### src/rtl/ctrl_pkg.sv
// rtl/ctrl_pkg.sv - opcodes, control word type and helpers for the main decoder
package ctrl_pkg;

   localparam logic [5:0] OP_ADD  = 6'b000000;
   localparam logic [5:0] OP_FP   = 6'b000100;
   localparam logic [5:0] OP_VALU = 6'b001100;
   localparam logic [5:0] OP_ADDI = 6'b010000;
   localparam logic [5:0] OP_SW   = 6'b010001;
   localparam logic [5:0] OP_LW   = 6'b010010;
   localparam logic [5:0] OP_SWFP = 6'b010101;
   localparam logic [5:0] OP_LWFP = 6'b010110;
   localparam logic [5:0] OP_VST  = 6'b011101;
   localparam logic [5:0] OP_VLD  = 6'b011110;
   localparam logic [5:0] OP_BEQ  = 6'b100000;
   localparam logic [5:0] OP_BLT  = 6'b100001;
   localparam logic [5:0] OP_J    = 6'b100010;
   localparam logic [5:0] OP_VSET = 6'b111111;

   localparam logic [1:0] BR_NONE = 2'b00;
   localparam logic [1:0] BR_EQ   = 2'b01;
   localparam logic [1:0] BR_LT   = 2'b10;

   // Field order matches the control outputs of maindec_vseq
   typedef struct packed {
      logic       regWrite;
      logic       VregWrite;
      logic       memtoReg;
      logic       VmemtoReg;
      logic       memWrite;
      logic       memData;
      logic       memSrc;
      logic       ALUSrc;
      logic       regDst;
      logic       jump;
      logic [1:0] branch;
   } ctrl_t;

   localparam ctrl_t CTRL_NOP = '0;

   function automatic logic is_vector(input logic [5:0] op);
      return (op == OP_VALU) || (op == OP_VST) || (op == OP_VLD) || (op == OP_VSET);
   endfunction

endpackage

### src/rtl/opcode_decode.sv
// rtl/opcode_decode.sv - combinational opcode to control word decode
module opcode_decode
   import ctrl_pkg::*;
(
   input  logic [5:0] op,
   input  logic       vector_en,
   output ctrl_t      ctrl,
   output logic       illegal
);

   // Unknown and disabled opcodes decode to NOP with illegal raised
   always_comb begin
      ctrl    = CTRL_NOP;
      illegal = 1'b0;
      if (!vector_en && is_vector(op)) begin
         illegal = 1'b1;
      end else begin
         case (op)
            OP_ADD, OP_FP: begin
               ctrl.regWrite = 1'b1;
               ctrl.regDst   = 1'b1;
            end
            OP_ADDI: begin
               ctrl.regWrite = 1'b1;
               ctrl.ALUSrc   = 1'b1;
            end
            OP_VALU: begin
               ctrl.VregWrite = 1'b1;
               ctrl.regDst    = 1'b1;
            end
            OP_SW, OP_SWFP: begin
               ctrl.memWrite = 1'b1;
               ctrl.ALUSrc   = 1'b1;
            end
            OP_LW: begin
               ctrl.regWrite = 1'b1;
               ctrl.memtoReg = 1'b1;
               ctrl.ALUSrc   = 1'b1;
            end
            OP_LWFP: begin
               ctrl.VregWrite = 1'b1;
               ctrl.VmemtoReg = 1'b1;
               ctrl.ALUSrc    = 1'b1;
            end
            OP_VLD: begin
               ctrl.VregWrite = 1'b1;
               ctrl.VmemtoReg = 1'b1;
               ctrl.ALUSrc    = 1'b1;
               ctrl.memSrc    = 1'b1;
            end
            OP_VST: begin
               ctrl.memWrite = 1'b1;
               ctrl.memData  = 1'b1;
               ctrl.memSrc   = 1'b1;
               ctrl.ALUSrc   = 1'b1;
            end
            OP_BEQ:  ctrl.branch = BR_EQ;
            OP_BLT:  ctrl.branch = BR_LT;
            OP_J:    ctrl.jump   = 1'b1;
            OP_VSET: begin
               ctrl.VregWrite = 1'b1;
               ctrl.ALUSrc    = 1'b1;
            end
            default: illegal = 1'b1;
         endcase
      end
   end

endmodule

### src/rtl/maindec_vseq.sv
// rtl/maindec_vseq.sv - registered main decoder with vector memory beat sequencing
module maindec_vseq
   import ctrl_pkg::*;
#(
   parameter  int LANES     = 4,
   parameter  int MEM_PORTS = 1,
   parameter  int VECTOR_EN = 1,
   localparam int BEATS     = LANES / MEM_PORTS,
   localparam int IW        = $clog2(LANES)
)(
   input  logic          clk,
   input  logic          rst_n,
   input  logic [5:0]    op,
   input  logic          valid_i,
   input  logic          flush_i,
   output logic          stall_o,
   output logic          regWrite,
   output logic          VregWrite,
   output logic          memtoReg,
   output logic          VmemtoReg,
   output logic          memWrite,
   output logic          memData,
   output logic          memSrc,
   output logic          ALUSrc,
   output logic          regDst,
   output logic          jump,
   output logic [1:0]    branch,
   output logic [IW-1:0] elem_idx,
   output logic          vmem_first,
   output logic          vmem_last,
   output logic          illegal_o
);

   typedef enum logic {IDLE, VMEM} state_t;

   state_t        state_q, state_d;
   logic [IW-1:0] cnt_q, cnt_d;
   logic [5:0]    op_q;
   logic [IW-1:0] cur_cnt;
   logic          vmem_op, seq_cont, last_beat;
   ctrl_t         dec_ctrl, ctrl_q, ctrl_d;
   logic          dec_ill, ill_d, first_d, last_d;
   logic [IW-1:0] idx_d;

   opcode_decode u_dec (
      .op        (op),
      .vector_en (VECTOR_EN != 0),
      .ctrl      (dec_ctrl),
      .illegal   (dec_ill)
   );

   assign vmem_op   = valid_i && !dec_ill && ((op == OP_VLD) || (op == OP_VST));
   // A sequence only continues while the same op stays presented; anything else restarts at beat 0
   assign seq_cont  = (state_q == VMEM) && valid_i && (op == op_q);
   assign cur_cnt   = seq_cont ? cnt_q : '0;
   assign last_beat = (cur_cnt == IW'(BEATS - 1));
   assign stall_o   = rst_n && !flush_i && vmem_op && !last_beat;

   // Beat counter / state next-value and registered control word contents
   always_comb begin
      state_d = IDLE;
      cnt_d   = '0;
      ctrl_d  = CTRL_NOP;
      ill_d   = 1'b0;
      first_d = 1'b0;
      last_d  = 1'b0;
      idx_d   = '0;
      if (!flush_i && valid_i) begin
         ctrl_d = dec_ctrl;
         ill_d  = dec_ill;
         if (vmem_op) begin
            first_d = (cur_cnt == '0);
            last_d  = last_beat;
            idx_d   = IW'(int'(cur_cnt) * MEM_PORTS);
            if (!last_beat) begin
               state_d = VMEM;
               cnt_d   = cur_cnt + IW'(1);
            end
         end
      end
   end

   // State, counter and output register, cleared asynchronously
   always_ff @(posedge clk or negedge rst_n) begin
      if (!rst_n) begin
         state_q    <= IDLE;
         cnt_q      <= '0;
         op_q       <= '0;
         ctrl_q     <= CTRL_NOP;
         illegal_o  <= 1'b0;
         vmem_first <= 1'b0;
         vmem_last  <= 1'b0;
         elem_idx   <= '0;
      end else begin
         state_q    <= state_d;
         cnt_q      <= cnt_d;
         op_q       <= op;
         ctrl_q     <= ctrl_d;
         illegal_o  <= ill_d;
         vmem_first <= first_d;
         vmem_last  <= last_d;
         elem_idx   <= idx_d;
      end
   end

   assign regWrite  = ctrl_q.regWrite;
   assign VregWrite = ctrl_q.VregWrite;
   assign memtoReg  = ctrl_q.memtoReg;
   assign VmemtoReg = ctrl_q.VmemtoReg;
   assign memWrite  = ctrl_q.memWrite;
   assign memData   = ctrl_q.memData;
   assign memSrc    = ctrl_q.memSrc;
   assign ALUSrc    = ctrl_q.ALUSrc;
   assign regDst    = ctrl_q.regDst;
   assign jump      = ctrl_q.jump;
   assign branch    = ctrl_q.branch;

endmodule

### config.mk
export PLATFORM = sky130hd
export DESIGN_NAME = maindec_vseq
export DESIGN_NICKNAME = d
export VERILOG_FILES = /design/src/rtl/ctrl_pkg.sv /design/src/rtl/opcode_decode.sv /design/src/rtl/maindec_vseq.sv
export SDC_FILE = /design/constraint.sdc
export NUM_CORES = 1
export LEC_CHECK = 0
export ABC_AREA = 1
export CORE_ASPECT_RATIO = 0.7
export CORE_MARGIN = 3
export CORE_UTILIZATION = 51
export DETAILED_ROUTE_END_ITERATION = 10
export HOLD_SLACK_MARGIN = 0.12
export PLACE_DENSITY = 0.85
export SETUP_SLACK_MARGIN = 0.2
export SYNTH_ARGS = -nofsm -noshare
export SYNTH_HDL_FRONTEND = slang
export SYNTH_SLANG_ARGS = --single-unit
export TNS_END_PERCENT = 1
### constraint.sdc
create_clock -name clk -period 2.9 [get_ports clk]
set_input_delay 0.87 -clock clk [delete_from_list [all_inputs] [get_ports clk]]
set_output_delay 0.87 -clock clk [all_outputs]
set_load 0.005 [all_outputs]
# Yosys cells after proc, flatten, opt, wreduce, memory -nomap -nowiden
# Cells that the tools add are included.
# totals
regBits	26
latch_bits	0
mem_bits_rw	0
mem_bits_ro	0
input_bits	10
out_inout_bits	18
word_cells	82
memories	0
# classes
n_addsub	1
multipliers	0
div_mod_pow	0
order_cmp	0
eq_ne	15
n_shift	0
mux	27
bitwise_logic	0
n_reduce_logical	21
# ops
operator	n
equality test 6 x 5 -> 1 bit, second input constant	7
equality test 6 bit, second input constant	4
2-to-1 mux 1 bit	19
OR reduction 14 bit	1
2-to-1 mux 12 bit	1
2-to-1 mux 2 bit	6
logical AND 1 bit	8
OR reduction 4 bit	2
OR reduction 8 bit	1
equality test 6 x 3 -> 1 bit, second input constant	1
equality test 6 x 4 -> 1 bit, second input constant	1
equality test 6 bit	1
zero test 6 bit	1
OR reduction 3 bit	2
case mux 2 bit (2 select lines)	1
OR reduction 2 bit	2
adder 2 x 1 -> 2 bit, second input constant	1
equality test 2 bit, second input constant	1
zero test 1 bit	2
zero test 2 bit	1
logical OR 1 bit	1

# Depth between registers and ports, before layout
# depth
ltp_word	7
mapped_depth	11
mapped_depth_nobuf	11

# Cells and area by module
# A second synthesis with hierarchy kept.
# unflattened
cells_unflattened	182
hier_area_um2	1308.8
# modules_own_cells
module	instances	cells_each	area_per_inst_um2	seq_area_each_um2
maindec_vseq	1	113	1004.7	650.6
opcode_decode	1	69	304.0	0.0

# Worst setup path after synthesis
# OpenSTA, ideal clock, no wires.
# synth_path
path_kind	input -> output
from	input port op[5]
to	output port stall_o
t_arrival_ps	1696
required_ps	2030
setup_slack_ps	334
path_stages	10
path_buffers	0
cell_sequence	inv_2 -> nand2_1 -> nand2_1 -> nor2_1 -> nand2_1 -> nor2_4 -> nand2_2 -> inv_1 -> ha_1 -> nor3b_2
# synth_via
elab_chain_len	6
word_cells_on_any_way	25
classes_between	eq/ne: 15; mux: 1; reduce/logical: 9
# synth_lines
element	line_no	source
from (decl)	maindec_vseq.sv:13	input logic [5:0] op,
equality test 6 x 5 -> 1 bit, or another cell as far along	opcode_decode.sv:18, maindec_vseq.sv:52	
OR reduction 14 bit (no source line) or logical AND 1 bit (tied branches)	--	
logical AND 1 bit or 2-to-1 mux 2 bit (tied branches)	maindec_vseq.sv:52, maindec_vseq.sv:55	
logical AND 1 bit or equality test 2 bit (tied branches)	maindec_vseq.sv:52, maindec_vseq.sv:56	
logical AND 1 bit or zero test 1 bit (tied branches)	--	
logical AND 1 bit *	maindec_vseq.sv:57	assign stall_o = rst_n && !flush_i && vmem_op && !last_beat;
to (decl)	maindec_vseq.sv:16	output logic stall_o,
# Every way passes the cells marked *; elsewhere a longest branch is shown, timed or not.

# Worst setup path after layout
# layout_path
from	input port op[2]
to	output port stall_o
# The elaborated chain is that of the path after synthesis.

==> qor.csv <==
metric,value,unit
CTS tree,built,
Synth Area in Compound Gates,2.52,%
Gate Count Post-Synth,133,
IO Pins,28,
WP data arrival,2.00,ns
row count,13,
die area,0.00285,mm^2
CP endpoint kind,primary output,
# DRC,0,
synthesized area,0.00114,mm^2
clk_lat worst skew,0.33,ns
hold crit path type,reg2reg,
clock net sink count,26,
"commonest non-fill, non-tap cell in the layout",buf_4,
GP Congestion,0.849,
Final Max Tran Viols,0,
outcome,completed,
Worst Tran Pin Value,0.320,ns
Tcrit/Tclk final,99.1,%
Syn Area/Cell,8.59,um^2
Post-Synth Simple-Gate Area,31.4,%
Via density,5.74,
initial antenna violation count,0,
PwrDens,398,mW/mm^2
Antenna Violating Nets Remaining,0,
"Seq/Total Area, Yosys",57.0,%
DR pass1 iterations,4,
GRT Total Usage,24.6,%
share of the synthesized area in the top cell type,57.0,%
Adder-Cell Fraction of Synth Area,2.19,%
final hold violation count,0,
"setup slack, reg-to-reg",1.02,ns
Initial Utilization,57.6,%
Final Critical Period,2.87,ns
CP startpoint kind,input pin,
Critical Path RT,2.03,ns
Max-Cap Viols,0,
Area Growth Syn to Fin,63.3,%
clk buf depth,2,
Crit Path Category,in2out,
Post-Syn Nets,145,
RR Endpoint,cnt_q[1],
aggregate global routing overflow,0,
Peak supply drop,534,uV
"CTS clk-pin slew, worst paths",0.14,ns
cts hold-fix bufs,0,
Worst setup startpoint,op[2],
RSZ-0062 raised after global routing,yes,
Syn. warnings,0,
DRT iter0 DRCs,122,
"commonest cells after routing, fill and taps aside","buf_4 (35), dfrtp_1 (26), nor2_1 (24)",
layout cells sized above 1,39.2,%
Post-DP HPWL,2040,um
Rel. slew slack,78.7,%
final wirelength,4360,um
Netlist cell types,19,
Synth area leaders,"dfrtp_1 (57%), nand2_1 (10%), nor2_1 (8.5%)",
core box area,0.00198,mm^2
die span in y,45.6,um
worst-case reg-to-reg path depth,12,
Antenna Cells,0,
Post-Synth XOR/XNOR Area,0,%
worst reg2reg path startpoint,op_q[2],
largest net degree at the start of global routing,27,
Setup-failing EPs final,0,
clock root buffer,clkbuf_4,
P_leak,0.964,nW
port buffer count,27,
CTS Buf Count,3,
number of global-route vias before repair,1098,
Highest Clock Rate,0.348,GHz
largest family of logic cells by synthesized area,simple AND/OR/NAND/NOR gates,
crit path capture,stall_o,
Die X,62.6,um
drt wl/cell,19.0,um
post-synthesis mux area share,0,%
Synth Register Bits,26,
vias post-DR,1315,
post-synth top area cell,dfrtp_1,
H-tree Lvls,1,
clock skew,0.00109,ns
final net count,212,
first-pass GRT wire length,5150,um
power consumption,0.743,mW
post-layout util,94.0,%
maximum fanout along the worst path,3,
Yosys cell counts (all sizes together):
master / number
nor2: 31
nand3: 7
nand4: 1
a21oi: 3
a211oi: 1
nand2: 35
nor4: 2
a31oi: 1
ha: 2
nor3: 1
inv: 21
dfrtp: 26
nand3b: 1
nor3b: 1
cell families after synthesis:
group | after synthesis
buffers and inverters | 21
adder cells (fa/ha/maj) | 2
AO/OA/AOI/OAI | 5
flip-flops | 26
AND/OR/NAND/NOR | 79
timing repair:
action,CTS,global route
gates resized for setup,51,20
setup endpoints to repair,1,1
pin swaps,13,15
setup buffers,9,6
worst max-delay path: stages:
cell	delay (ns)
buf_2	0.11
nand2_1	0.07
nand2_1	0.08
nor2_1	0.13
nand2_1	0.12
nor2_4	0.14
nand2_2	0.09
inv_2	0.08
ha_4	0.14
nor3b_2	0.04
buf_2	0.13
registers in the layout (all words and copies together) (netlist names):
signal / flops
illegal_o: 1
ALUSrc: 1
elem_idx: 2
vmem_first: 1
state_q: 1
memData: 1
cnt_q: 2
memtoReg: 1
jump: 1
VregWrite: 1
VmemtoReg: 1
branch: 2
regWrite: 1
op_q: 6
memWrite: 1
vmem_last: 1
memSrc: 1
regDst: 1
routing by layer:
metal  vias to the layer above  wire [um]  global-route usage (%)
met4                         0        373                    10.5
met5                         -          0                       0
met3                        43        520                    6.91
met1                       606       1470                    28.3
li1                        534          -                       -
met2                       132       2000                    44.5
stage by stage:
step | setup slack (ns) | area, um^2 | hold WS, ns | instances | TNS, ns
2_1_floorplan | 0.334 | 1140 | 0.444 | 133 | 0
3_3_place_gp | -0.683 | 1600 | 0.453 | 210 | -0.683
3_5_place_dp | -0.754 | 1600 | 0.487 | 210 | -0.754
4_1_cts | 0.120 | 1750 | 0.505 | 223 | 0
5_1_grt | -0.0168 | 1870 | 0.519 | 229 | -0.0168
6_report | 0.0272 | 1870 | 0.514 | 229 | 0
how the worst min path moves through the flow:
stage                        start        to  cells after the start
after CTS                 cnt_q[0]  cnt_q[0]                      1
final                     cnt_q[0]  cnt_q[0]                      1
after floorplan           cnt_q[0]  cnt_q[0]                      1
after detailed placement  cnt_q[0]  cnt_q[0]                      1
after global routing      cnt_q[0]  cnt_q[0]                      1
after global placement    cnt_q[0]  cnt_q[0]                      1
where the power goes:
group | total [mW] | internal (mW) | switching, mW
combinational | 0.120 | 0.0520 | 0.0681
sequential | 0.373 | 0.369 | 0.00434
clock | 0.250 | 0.140 | 0.110
total | 0.743 | 0.561 | 0.182
area by class of cell:
type / count / area [um^2]
fill: 66 / 119
clock buffer: 3 / 22.5
inverter: 21 / 88.8
multi-input combinational: 86 / 500
timing repair buffer: 62 / 536
tap: 30 / 37.5
clock inverter: 1 / 30.0
sequential: 26 / 651
Note: power is estimated with default switching activity, not from simulation.
